<file path="config.mk">
export PLATFORM = sky130hd
export DESIGN_NAME = fft_r2sdf_stage
export DESIGN_NICKNAME = d
export VERILOG_FILES = /design/src/rtl/fft_r2sdf_stage.sv
export SDC_FILE = /design/constraint.sdc
export NUM_CORES = 1
export LEC_CHECK = 0
export BUFFER_PORTS_ARGS = -buffer_cell sky130_fd_sc_hd__buf_4
export CELL_PAD_IN_SITES_DETAIL_PLACEMENT = 1
export CELL_PAD_IN_SITES_GLOBAL_PLACEMENT = 1
export CORE_MARGIN = 3
export CORE_UTILIZATION = 45
export CTS_CLUSTER_DIAMETER = 150
export DETAILED_ROUTE_END_ITERATION = 12
export PLACE_DENSITY = 0.75
export SLEW_MARGIN = 0
export SYNTH_ARGS = -nofsm -noshare
export SYNTH_HDL_FRONTEND = slang
export SYNTH_SLANG_ARGS = --single-unit
</file>
<file path="constraint.sdc">
create_clock -name clk -period 12.48 [get_ports clk]
set_clock_uncertainty 0.05 [all_clocks]
set_input_delay 2.496 -clock clk [delete_from_list [all_inputs] [get_ports clk]]
set_output_delay 2.496 -clock clk [all_outputs]
set_load 0.1 [all_outputs]
</file>
<file path="src/rtl/fft_r2sdf_stage.sv">
// rtl/fft_r2sdf_stage.sv - radix-2 SDF DIF FFT stage; define FFT_STAGE_SAT_EN for clipping and sticky sat
module fft_r2sdf_stage #(
    parameter int DBW = 8,
    parameter int CBW = 3,
    parameter int STG = 0
) (
    input  logic                              clk,
    input  logic                              rst_n,
    input  logic [2*DBW*(1<<(CBW-1))-1:0]     trigon,
    input  logic                              in_vld,
    input  logic [2*DBW-1:0]                  din,
    output logic                              out_vld,
    output logic [2*DBW-1:0]                  dout,
    output logic                              sat,
    input  logic                              sat_clr
);

    localparam int D  = 1 << (CBW-1-STG);
    localparam int PB = CBW-1-STG;
    localparam int TW = CBW-1;
    localparam int MW = 2*DBW+1;
    localparam logic signed [MW-1:0] RND = MW'(1 << (DBW-3));

    logic [CBW-1:0]   cnt;
    logic             primed;
    logic             p;
    logic [2*DBW-1:0] dly [D];
    logic [2*DBW-1:0] head;
    logic [TW-1:0]    tw_idx;
    logic [2*DBW-1:0] tw;

    logic signed [DBW-1:0] h_re, h_im, x_re, x_im, w_re, w_im;
    logic signed [MW-1:0]  sum_re, sum_im, dif_re, dif_im;
    logic signed [MW-1:0]  mul_re, mul_im, sel_re, sel_im;
    logic [DBW-1:0]        res_re, res_im, pdf_re, pdf_im;
    logic                  unused_bits;

    assign p    = cnt[PB];
    assign head = dly[0];

    // Twiddle index walks the half-block position, spaced by the stage decimation.
    generate
        if (STG == CBW-1) begin : g_tw_last
            assign tw_idx = '0;
        end else begin : g_tw_idx
            assign tw_idx = TW'(cnt[PB-1:0]) << STG;
        end
    endgenerate

    assign tw   = trigon[tw_idx*(2*DBW) +: 2*DBW];
    assign h_re = head[DBW-1:0];
    assign h_im = head[2*DBW-1:DBW];
    assign x_re = din[DBW-1:0];
    assign x_im = din[2*DBW-1:DBW];
    assign w_re = tw[DBW-1:0];
    assign w_im = tw[2*DBW-1:DBW];

    // Butterfly and rotation kept exact at full width before the fit to DBW bits.
    always_comb begin
        sum_re = (MW'(h_re) + MW'(x_re) + MW'(1)) >>> 1;
        sum_im = (MW'(h_im) + MW'(x_im) + MW'(1)) >>> 1;
        dif_re = (MW'(h_re) - MW'(x_re) + MW'(1)) >>> 1;
        dif_im = (MW'(h_im) - MW'(x_im) + MW'(1)) >>> 1;
        mul_re = (MW'(h_re) * MW'(w_re) - MW'(h_im) * MW'(w_im) + RND) >>> (DBW-2);
        mul_im = (MW'(h_re) * MW'(w_im) + MW'(h_im) * MW'(w_re) + RND) >>> (DBW-2);
        sel_re = p ? sum_re : mul_re;
        sel_im = p ? sum_im : mul_im;
    end

`ifdef FFT_STAGE_SAT_EN
    localparam logic signed [MW-1:0] VMAX = MW'((1 << (DBW-1)) - 1);
    localparam logic signed [MW-1:0] VMIN = MW'(-(1 << (DBW-1)));

    logic c_sr, c_si, c_dr, c_di, clip_evt;

    function automatic logic [DBW:0] clip_fit(input logic signed [MW-1:0] v);
        if (v > VMAX)
            clip_fit = {1'b1, VMAX[DBW-1:0]};
        else if (v < VMIN)
            clip_fit = {1'b1, VMIN[DBW-1:0]};
        else
            clip_fit = {1'b0, v[DBW-1:0]};
    endfunction

    // Clip output and pushed difference; a diff clip only counts in the butterfly phase.
    always_comb begin
        {c_sr, res_re} = clip_fit(sel_re);
        {c_si, res_im} = clip_fit(sel_im);
        {c_dr, pdf_re} = clip_fit(dif_re);
        {c_di, pdf_im} = clip_fit(dif_im);
        clip_evt = c_sr | c_si | (p & (c_dr | c_di));
    end

    // Sticky saturation flag; a new clip wins over a same-cycle clear.
    always_ff @(posedge clk or negedge rst_n) begin
        if (!rst_n)
            sat <= 1'b0;
        else if (in_vld && primed && clip_evt)
            sat <= 1'b1;
        else if (sat_clr)
            sat <= 1'b0;
    end

    assign unused_bits = ^{cnt, trigon};
`else
    assign res_re = sel_re[DBW-1:0];
    assign res_im = sel_im[DBW-1:0];
    assign pdf_re = dif_re[DBW-1:0];
    assign pdf_im = dif_im[DBW-1:0];
    assign sat    = 1'b0;

    assign unused_bits = ^{cnt, trigon, sel_re[MW-1:DBW], sel_im[MW-1:DBW],
                           dif_re[MW-1:DBW], dif_im[MW-1:DBW], sat_clr};
`endif

    // Sample counter and priming; nothing advances without an accepted sample.
    always_ff @(posedge clk or negedge rst_n) begin
        if (!rst_n) begin
            cnt    <= '0;
            primed <= 1'b0;
        end else if (in_vld) begin
            cnt <= cnt + CBW'(1);
            if (cnt[PB:0] == (PB+1)'(D-1))
                primed <= 1'b1;
        end
    end

    // Delay line: fill pushes the input, butterfly pushes the difference.
    always_ff @(posedge clk) begin
        if (in_vld) begin
            for (int i = 0; i < D-1; i++)
                dly[i] <= dly[i+1];
            dly[D-1] <= p ? {pdf_im, pdf_re} : din;
        end
    end

    // Registered output, qualified by acceptance once primed.
    always_ff @(posedge clk or negedge rst_n) begin
        if (!rst_n) begin
            out_vld <= 1'b0;
            dout    <= '0;
        end else begin
            out_vld <= in_vld & primed;
            if (in_vld && primed)
                dout <= {res_im, res_re};
        end
    end

endmodule

</file>
==> results of run 1 <==
-- cell usage in the layout (no fill, tap or decap), drive strengths merged, types with 5 or more instances in the layout --
cell type	count
a21o	8
nand2	119
edfxtp	64
dfrtp	21
inv	294
nor4b	5
mux2i	5
mux4	14
nor2	41
nor3	5
and2	141
o21ai	32
buf	111
xor2	12
ha	136
clkinv	6
mux2	5
a31oi	6
a21oi	40
fa	228
xnor2	57
nor3b	6
or2	10
clkbuf	9
o21bai	15
-- routing by layer --
layer / GRT usage (%) / vias up / routed length [um]
li1: - / 4338 / -
met4: 4.145 / 0 / 672
met2: 39.52 / 196 / 17850
met1: 31.26 / 4952 / 15750
met5: 0 / - / 0
met3: 2.281 / 38 / 1189
-- through the flow --
| stage | cell area (sq um) | util (%) |
|---|---|---|
| 6_report | 15080 | 50.60 |
| 5_1_grt | 15080 | 50.60 |
| 4_1_cts | 15080 | 50.60 |
| 3_5_place_dp | 14800 | 49.67 |
| 3_3_place_gp | 14800 | 49.67 |
| 2_1_floorplan | 13670 | - |
-- final cells by class --
type	count	area, sq um	share of cell area, %
inverters	294	1104	7.319
multi-input cells	930	9927	65.84
flip-flops and latches	85	2447	16.23
diodes	1	2.502	0.01660
well taps	390	488.0	3.236
clock buffers	9	225.2	1.494
repair buffers	111	833.3	5.527
clock inverters	7	51.30	0.3402
-- flip-flops by register name, indices dropped and copies added (netlist names) --
name / cells
cnt: 3
dout: 16
out_vld: 1
primed: 1
dly: 64
-- final timing paths --
kind,start,endpoint,slack [ns],cells after the start
worst max-delay path,trigon[24],dout[6],3.85,22
worst min-delay path,dly[1][3],dly[0][3],0.37,0
worst max register to register,cnt[0],dout[6],5.00,21
worst min register to register,dly[1][3],dly[0][3],0.37,0
max in group asynchronous,rst_n,dout[13],10.11,1
min in group asynchronous,rst_n,dout[15],2.00,1
-- cell families (layout without fill, tap and decap cells) --
kind of cell / after synthesis / in the layout / synth area share (%)
AO/OA/AOI/OAI: 119 / 119 / 5.372
buffers and inverters: 341 / 421 / 9.498
XOR/XNOR: 72 / 72 / 4.914
multiplexers: 24 / 24 / 3.166
AND/OR/NAND/NOR: 350 / 350 / 13.30
flip-flops: 85 / 85 / 17.90
other: 1 / 2 / 0.02743
adder cells (fa/ha/maj): 364 / 364 / 45.83
==> flow_summary.yaml, run 1 <==
yosys:
  yosys.area.top_type_share_pct: 33.38
  ys_ff_latch: 85
  synth.distinct_cells: 57
  seq_area_frac_synth_pct: 17.90
  yosysTopAreaCell: "fa_1"
  yosys-top-cells-area: "fa_1 (33%), edfxtp_1 (14%), ha_1 (12%)"
  synth_ff_type: "edfxtp_1"
  netlist_area_sq_um: 13670
  syn_nets: 1804
  yosys_warnings: 0
  synthMostInstantiatedCell: "inv_1"
  synth_area_per_cell_sq_um: 10.08
  async_flop_share_pct: 24.71
  synth_common_cells: "inv_1 (293), fa_1 (228), and2_1 (141), ha_1 (136), nand2_1 (119)"
  synth_cells: 1356
  synth_edf_count: 64
global_route:
  grt_pass1_vias: 11110
  grt_usage_pct: 22.67
  grt_overflow: 0
  grt_first_pass_wirelength_um: 58710
  antenna_found_initial: 1
  grt_max_degree: 71
status:
  status: "finished clean"
sta:
  min_period_ns: 8.631
  rsz0062_at_grt: "false"
  final_max_slew_viol_count: 0
  setup_slack_ns: 3.849
  finalSetupViolCount: 0
  slew_headroom_pct: 37.55
  tns_ns: 0
  hold_violations: 0
  hold_ws_ns: 0.3705
  tightest_slew_ns: 0.9368
  clock.fmax_ghz: 0.1159
  fin_crit_sh_pct: 69.16
run:
  max_cap_violations: 0
drt:
  vias: 9524
  routed_via_density: 5.213
  ant_nets: 0
  dr.pass1.iters: 4
  drt_iter0_markers: 500
  finalWirelength_um: 35460
  drc: 0
  routedWlPerCell_um: 19.41
setup_path:
  arrival_ns: 8.80
  cp_max_fo: 17
  end_kind: "flop"
  cp-start-kind: "primary input"
  cpMostUsedCell: "fa_1"
  path_delay_family: "adder cells"
  slowest_delay_ns: 0.65
  cp_num_buf_inv: 6
  cp_slowest_cell: "fa_1"
  worstPathRequired_ns: 12.65
  crit_type: "in -> reg"
  crit_path_cell_trace: "buf_4 > mux4_1 > buf_4 > nand2_1 > inv_1 > fa_1 > inv_1 > fa_1 > fa_1 > fa_1 > fa_1 > inv_1 > fa_1 > inv_1 > ha_1 > a21oi_1 > nor2b_1 > or3_1 > o22a_1 > xnor2_1 > nor2_1 > a211o_1"
clock_network:
  cts.sinks: 85
  clock_latency_ns: 0.34
  cts_buffers: 9
  ctsResizeCount: 0
  postCtsSetupBuffers: 0
  hold_buffers: 0
  root_buffer: "clkbuf_16"
  cts_tree: "built"
  htree_num_levels: 3
  path_clk_slew_ns: 0.06
  clockBufferDepth: 2
placement:
  place_ws_ns: 3.442
  io_buffers: 99
  hpwl_um: 27280
  dp.cells: 1810
  gp_congestion: 0.8020
worst_hold_path:
  min_path_type: "reg -> reg"
floorplan:
  die_area_sq_um: 32510
  start_util_pct: 45.89
  die_y_um: 180.3
  coreArea_sq_um: 29800
  die_x_um: 180.3
  placementRows: 63
  ios: 102
final_layout:
  nFillCells: 3343
  drive_gt1_share_pct: 11.00
  syn_to_final_growth_pct: 10.28
  fin_nets: 1879
  final_cells: 1827
Power of run 1 is left out: the tool's default activity adds up to more than one toggle a clock period on the data nets, which glitch-free logic cannot reach.
==> run 2: changes to the inputs <==
Settings changed: ABC_AREA from default to 1, PLACE_DENSITY 0.75 to 0.78.
Clock period 12.48 ns to 8 ns, I/O delays scaled along.
==> flow_summary.yaml, run 2 <==
yosys:
  synth_area_per_cell_sq_um: 8.160
  seq_area_frac_synth_pct: 17.21
  netlist_area_sq_um: 14220
  yosys_warnings: 0
  synth_ff_type: "edfxtp_1"
  muxShareOfSynthArea_pct: 0
  yosysTopAreaCell: "fa_1"
  async_flop_share_pct: 24.71
  synthSimpleGateAreaFrac_pct: 20.26
  synth_edf_count: 64
  synth_compound_area_share_pct: 4.724
  synth_xor_area_share_pct: 1.293
  synthMostInstantiatedCell: "inv_1"
  syn_nets: 2191
  yosys.area.top_type_share_pct: 32.09
  ys_ff_latch: 85
  synth_cells: 1743
  synthAdderAreaFrac_pct: 44.06
  synth.distinct_cells: 48
  synth_common_cells: "inv_1 (386), nand2_1 (358), fa_1 (228), nor2_1 (223), ha_1 (136)"
  synth_top_family_by_area: "adder cells"
  yosys-top-cells-area: "fa_1 (32%), edfxtp_1 (14%), ha_1 (12%)"
global_route:
  grt_overflow: 0
  antenna_found_initial: 0
  grt_pass1_vias: 13480
  grt_usage_pct: 27.37
  grt_first_pass_wirelength_um: 71410
  grt_max_degree: 72
final_layout:
  top_regs: "dly x64, dout x16, cnt x3"
  nFillCells: 3866
  layout_common_cells: "inv_1 (386), nand2_1 (358), fa_1 (228)"
  largest_reg_flops: 64
  drive_gt1_share_pct: 9.723
  syn_to_final_growth_pct: 10.65
  fin_nets: 2284
  final_common_cell: "inv_1"
  design_area_sq_um: 15740
  top_register: "dly"
  post-route-util_pct: 50.91
  final_cells: 2237
  antennaDiodeCount: 0
placement:
  dp.cells: 2221
  dpl-instance-area_sq_um: 15440
  io_buffers: 99
  gp_congestion: 0.8925
  hpwl_um: 36530
status:
  status: "finished clean"
clock_network:
  root_buffer: "clkbuf_16"
  cts_buffers: 9
  cts.sinks: 85
  hold_buffers: 0
  clock_latency_ns: 0.34
  ctsResizeCount: 0
  clockBufferDepth: 2
  postCtsSetupBuffers: 0
  cts_tree: "built"
  path_clk_slew_ns: 0.06
  htree_num_levels: 3
setup_path:
  worstPathRequired_ns: 8.17
  r2r-start: "cnt[0]"
  crit_type: "in -> reg"
  end_kind: "flop"
  cp_max_fo: 6
  crit_start: "trigon[57]"
  cp-start-kind: "primary input"
  arrival_ns: 7.45
worst_hold_path:
  min_path_type: "reg -> reg"
  hp-start: "dly[1][15]"
drt:
  routedWlPerCell_um: 19.80
  dr.pass1.iters: 6
  drc: 0
  vias: 11830
  ant_nets: 0
  routed_via_density: 5.287
  drt_iter0_markers: 591
  finalWirelength_um: 44280
sta:
  slew_headroom_pct: 38.66
  rsz0062_at_grt: "false"
  hold_violations: 0
  tns_ns: 0
  min_period_ns: 7.281
  clock.fmax_ghz: 0.1373
  finalSetupViolCount: 0
  final_max_slew_viol_count: 0
  fin_crit_sh_pct: 91.01
  tightest_slew_ns: 0.9201
floorplan:
  die_area_sq_um: 33780
  placementRows: 64
  start_util_pct: 46.01
  ios: 102
  die_x_um: 183.8
  coreArea_sq_um: 30910
  die_y_um: 183.8
run:
  max_cap_violations: 0
[run 2: cell types whose count changed in the layout (fill, tap and decap cells not counted), moves of 11 or more]
cell / change
o21bai_1: -14
and2_1: -139
nand3_1: +74
nor2_1: +182
buf_4: +20
inv_1: +93
xnor2_1: -48
mux4_2: -11
o21ai_0: +13
a21oi_1: +19
nand2_1: +239
[run 2: metrics by stage]
step / worst slack [ns] / hold slack (ns)
floorplan: 1.126 / 0.3503
global placement: 0.4719 / 0.3510
detailed placement: 0.3732 / 0.3562
CTS: 0.7051 / 0.3672
global route: 0.3368 / 0.3740
finish: 0.7192 / 0.3674
[run 2: cell type report]
cell class | count | area, sq um | area share (%)
Sequential cell | 85 | 2447 | 15.55
Inverter | 400 | 1511 | 9.604
Multi-Input combinational cell | 1209 | 10010 | 63.59
Clock inverter | 6 | 63.81 | 0.4055
Timing Repair Buffer | 131 | 983.4 | 6.249
Tap cell | 396 | 495.5 | 3.148
Clock buffer | 10 | 229.0 | 1.455
[run 2: worst paths after layout]
path	endpoint	slack [ns]	depth (start not counted)
min in group asynchronous	cnt[0]	1.10	1
hold reg to reg	dly[0][15]	0.37	0
max in group asynchronous	dout[10]	6.54	1
setup / recovery	dout[15]	0.72	25
hold / removal	dly[0][15]	0.37	0
setup reg to reg	dout[15]	1.05	24
[run 2: layer usage]
layer	vias to the layer above	share of wire, %	GRT usage, %	wire length, um
met5	-	0	0	0
met4	0	3.7	8.800	1655
met3	101	6.3	4.788	2804
met2	334	49	47.46	21600
met1	5970	41	35.04	18220
li1	5421	-	-	-
[run 2: worst max-delay path: stages]
cell,delay [ns]
buf_4,0.07
nand2_1,0.04
nand3_1,0.11
nand2_1,0.28
nor2_1,0.37
inv_1,0.11
fa_1,0.61
fa_1,0.57
inv_1,0.05
fa_1,0.52
inv_1,0.07
fa_1,0.58
fa_1,0.44
fa_1,0.49
inv_1,0.06
ha_1,0.36
inv_1,0.08
nor3_1,0.16
inv_1,0.09
o221ai_1,0.21
a21oi_1,0.12
nand3_1,0.11
nand3_1,0.17
nand2_1,0.11
nand2_1,0.06
[run 2: kinds of logic after synthesis]
group | after synthesis
fa+ha+maj | 364
flops | 85
xor+xnor | 21
buf+inv | 449
simple gates | 700
compound gates | 123
other cells | 1
Power of run 2 is left out for the same reason.
==> run 3: changes to the inputs <==
Settings changed: ABC_AREA 1 to default, PLACE_DENSITY 0.78 to 0.75.
==> flow_summary.yaml, run 3 (synthesis gave the netlist of run 1 again) <==
floorplan:
  start_util_pct: 45.89
  coreArea_sq_um: 29800
  die_area_sq_um: 32510
  die_x_um: 180.3
  placementRows: 63
  ios: 102
  die_y_um: 180.3
drt:
  drc: 0
  drt_iter0_markers: 459
  finalWirelength_um: 36560
  ant_nets: 0
  dr.pass1.iters: 5
  routed_via_density: 5.220
  vias: 9610
  routedWlPerCell_um: 19.86
sta:
  tns_ns: 0
  fin_crit_sh_pct: 94.34
  min_period_ns: 7.547
  final_max_slew_viol_count: 0
  slew_headroom_pct: 29.35
  tightest_slew_ns: 1.060
  rsz0062_at_grt: "false"
  hold_violations: 0
  clock.fmax_ghz: 0.1325
  finalSetupViolCount: 0
setup_path:
  crit_start: "trigon[58]"
  worstPathRequired_ns: 8.23
  cp_max_fo: 12
  cp-start-kind: "primary input"
  arrival_ns: 7.77
  ff2ff_path_depth: 20
  r2r_slack_ns: 0.82
  crit_type: "in -> reg"
  r2r-start: "cnt[0]"
  crit_end: "dout[15]"
  end_kind: "flop"
  r2r-end: "dout[15]"
global_route:
  grt_overflow: 0
  grt_pass1_vias: 10960
  grt_max_degree: 71
  grt_first_pass_wirelength_um: 59360
  antenna_found_initial: 0
  grt_usage_pct: 23.23
clock_network:
  root_buffer: "clkbuf_16"
  ctsResizeCount: 0
  htree_num_levels: 3
  clock_latency_ns: 0.35
  hold_buffers: 0
  postCtsSetupBuffers: 0
  cts_buffers: 9
  cts.sinks: 85
  cts_tree: "built"
  path_clk_slew_ns: 0.06
  clockBufferDepth: 2
placement:
  hpwl_um: 29080
  gp_congestion: 0.8133
  io_buffers: 99
final_layout:
  final_common_cell: "inv_1"
  antennaDiodeCount: 0
  fin_nets: 1894
  drive_gt1_share_pct: 11.72
  top_regs: "dly x64, dout x16, cnt x3"
  top_register: "dly"
  largest_reg_flops: 64
  syn_to_final_growth_pct: 11.16
  layout_common_cells: "inv_1 (293), fa_1 (228), and2_1 (141)"
worst_hold_path:
  min_path_type: "reg -> reg"
status:
  status: "finished clean"
run:
  max_cap_violations: 0
-- run 3: per-stage QoR --
step	util (%)	cell area [sq um]	cells	hold slack (ns)	worst slack, ns
after floorplan	-	13670	1356	0.3503	0.6377
after global placement	50.05	14910	1825	0.3511	0.3031
after detailed placement	50.05	14910	1825	0.3557	0.1443
after CTS	51.01	15200	1841	0.3708	0.4870
after global routing	51.01	15200	1841	0.3757	0.2481
final	51.01	15200	1841	0.3688	0.4530
-- run 3: worst max-delay path, stage by stage --
cell	delay, ns
buf_4	0.10
mux4_2	0.68
buf_4	0.25
and2_1	0.18
fa_1	0.48
ha_1	0.32
fa_1	0.49
fa_1	0.54
inv_1	0.05
fa_1	0.45
fa_1	0.50
inv_1	0.05
ha_1	0.31
and3_1	0.20
a31oi_1	0.12
a221oi_2	0.47
a21oi_1	0.27
a21oi_1	0.30
xor2_1	0.18
nor2_1	0.06
o21ai_1	0.16
-- run 3: worst min path at each step --
stage                from    endpoint  slack [ns]  cells past startpoint
2_1_floorplan   dly[1][0]   dly[0][0]        0.35                      0
3_3_place_gp   dly[1][10]  dly[0][10]        0.35                      0
3_5_place_dp   dly[2][12]  dly[1][12]        0.36                      0
4_1_cts        dly[2][12]  dly[1][12]        0.37                      0
5_1_grt        dly[1][15]  dly[0][15]        0.38                      0
6_report       dly[2][15]  dly[1][15]        0.37                      0
-- run 3: per-layer routing --
layer / wire length [um] / vias to the layer above / part of all wire, % / GRT usage, %
li1: - / 4372 / - / -
met1: 15970 / 5003 / 44 / 31.96
met2: 18600 / 202 / 51 / 40.25
met3: 1411 / 33 / 3.9 / 2.604
met4: 584 / 0 / 1.6 / 4.483
met5: 0 / - / 0 / 0
-- run 3: layout make-up --
cell class | instances | area [sq um]
clock buffers | 12 | 236.5
inverters | 294 | 1104
well taps | 390 | 488.0
multi-input cells | 930 | 9927
fillers | 3398 | 14600
flip-flops and latches | 85 | 2447
clock inverters | 4 | 51.30
repair buffers | 126 | 945.9
Power of run 3 is left out for the same reason.
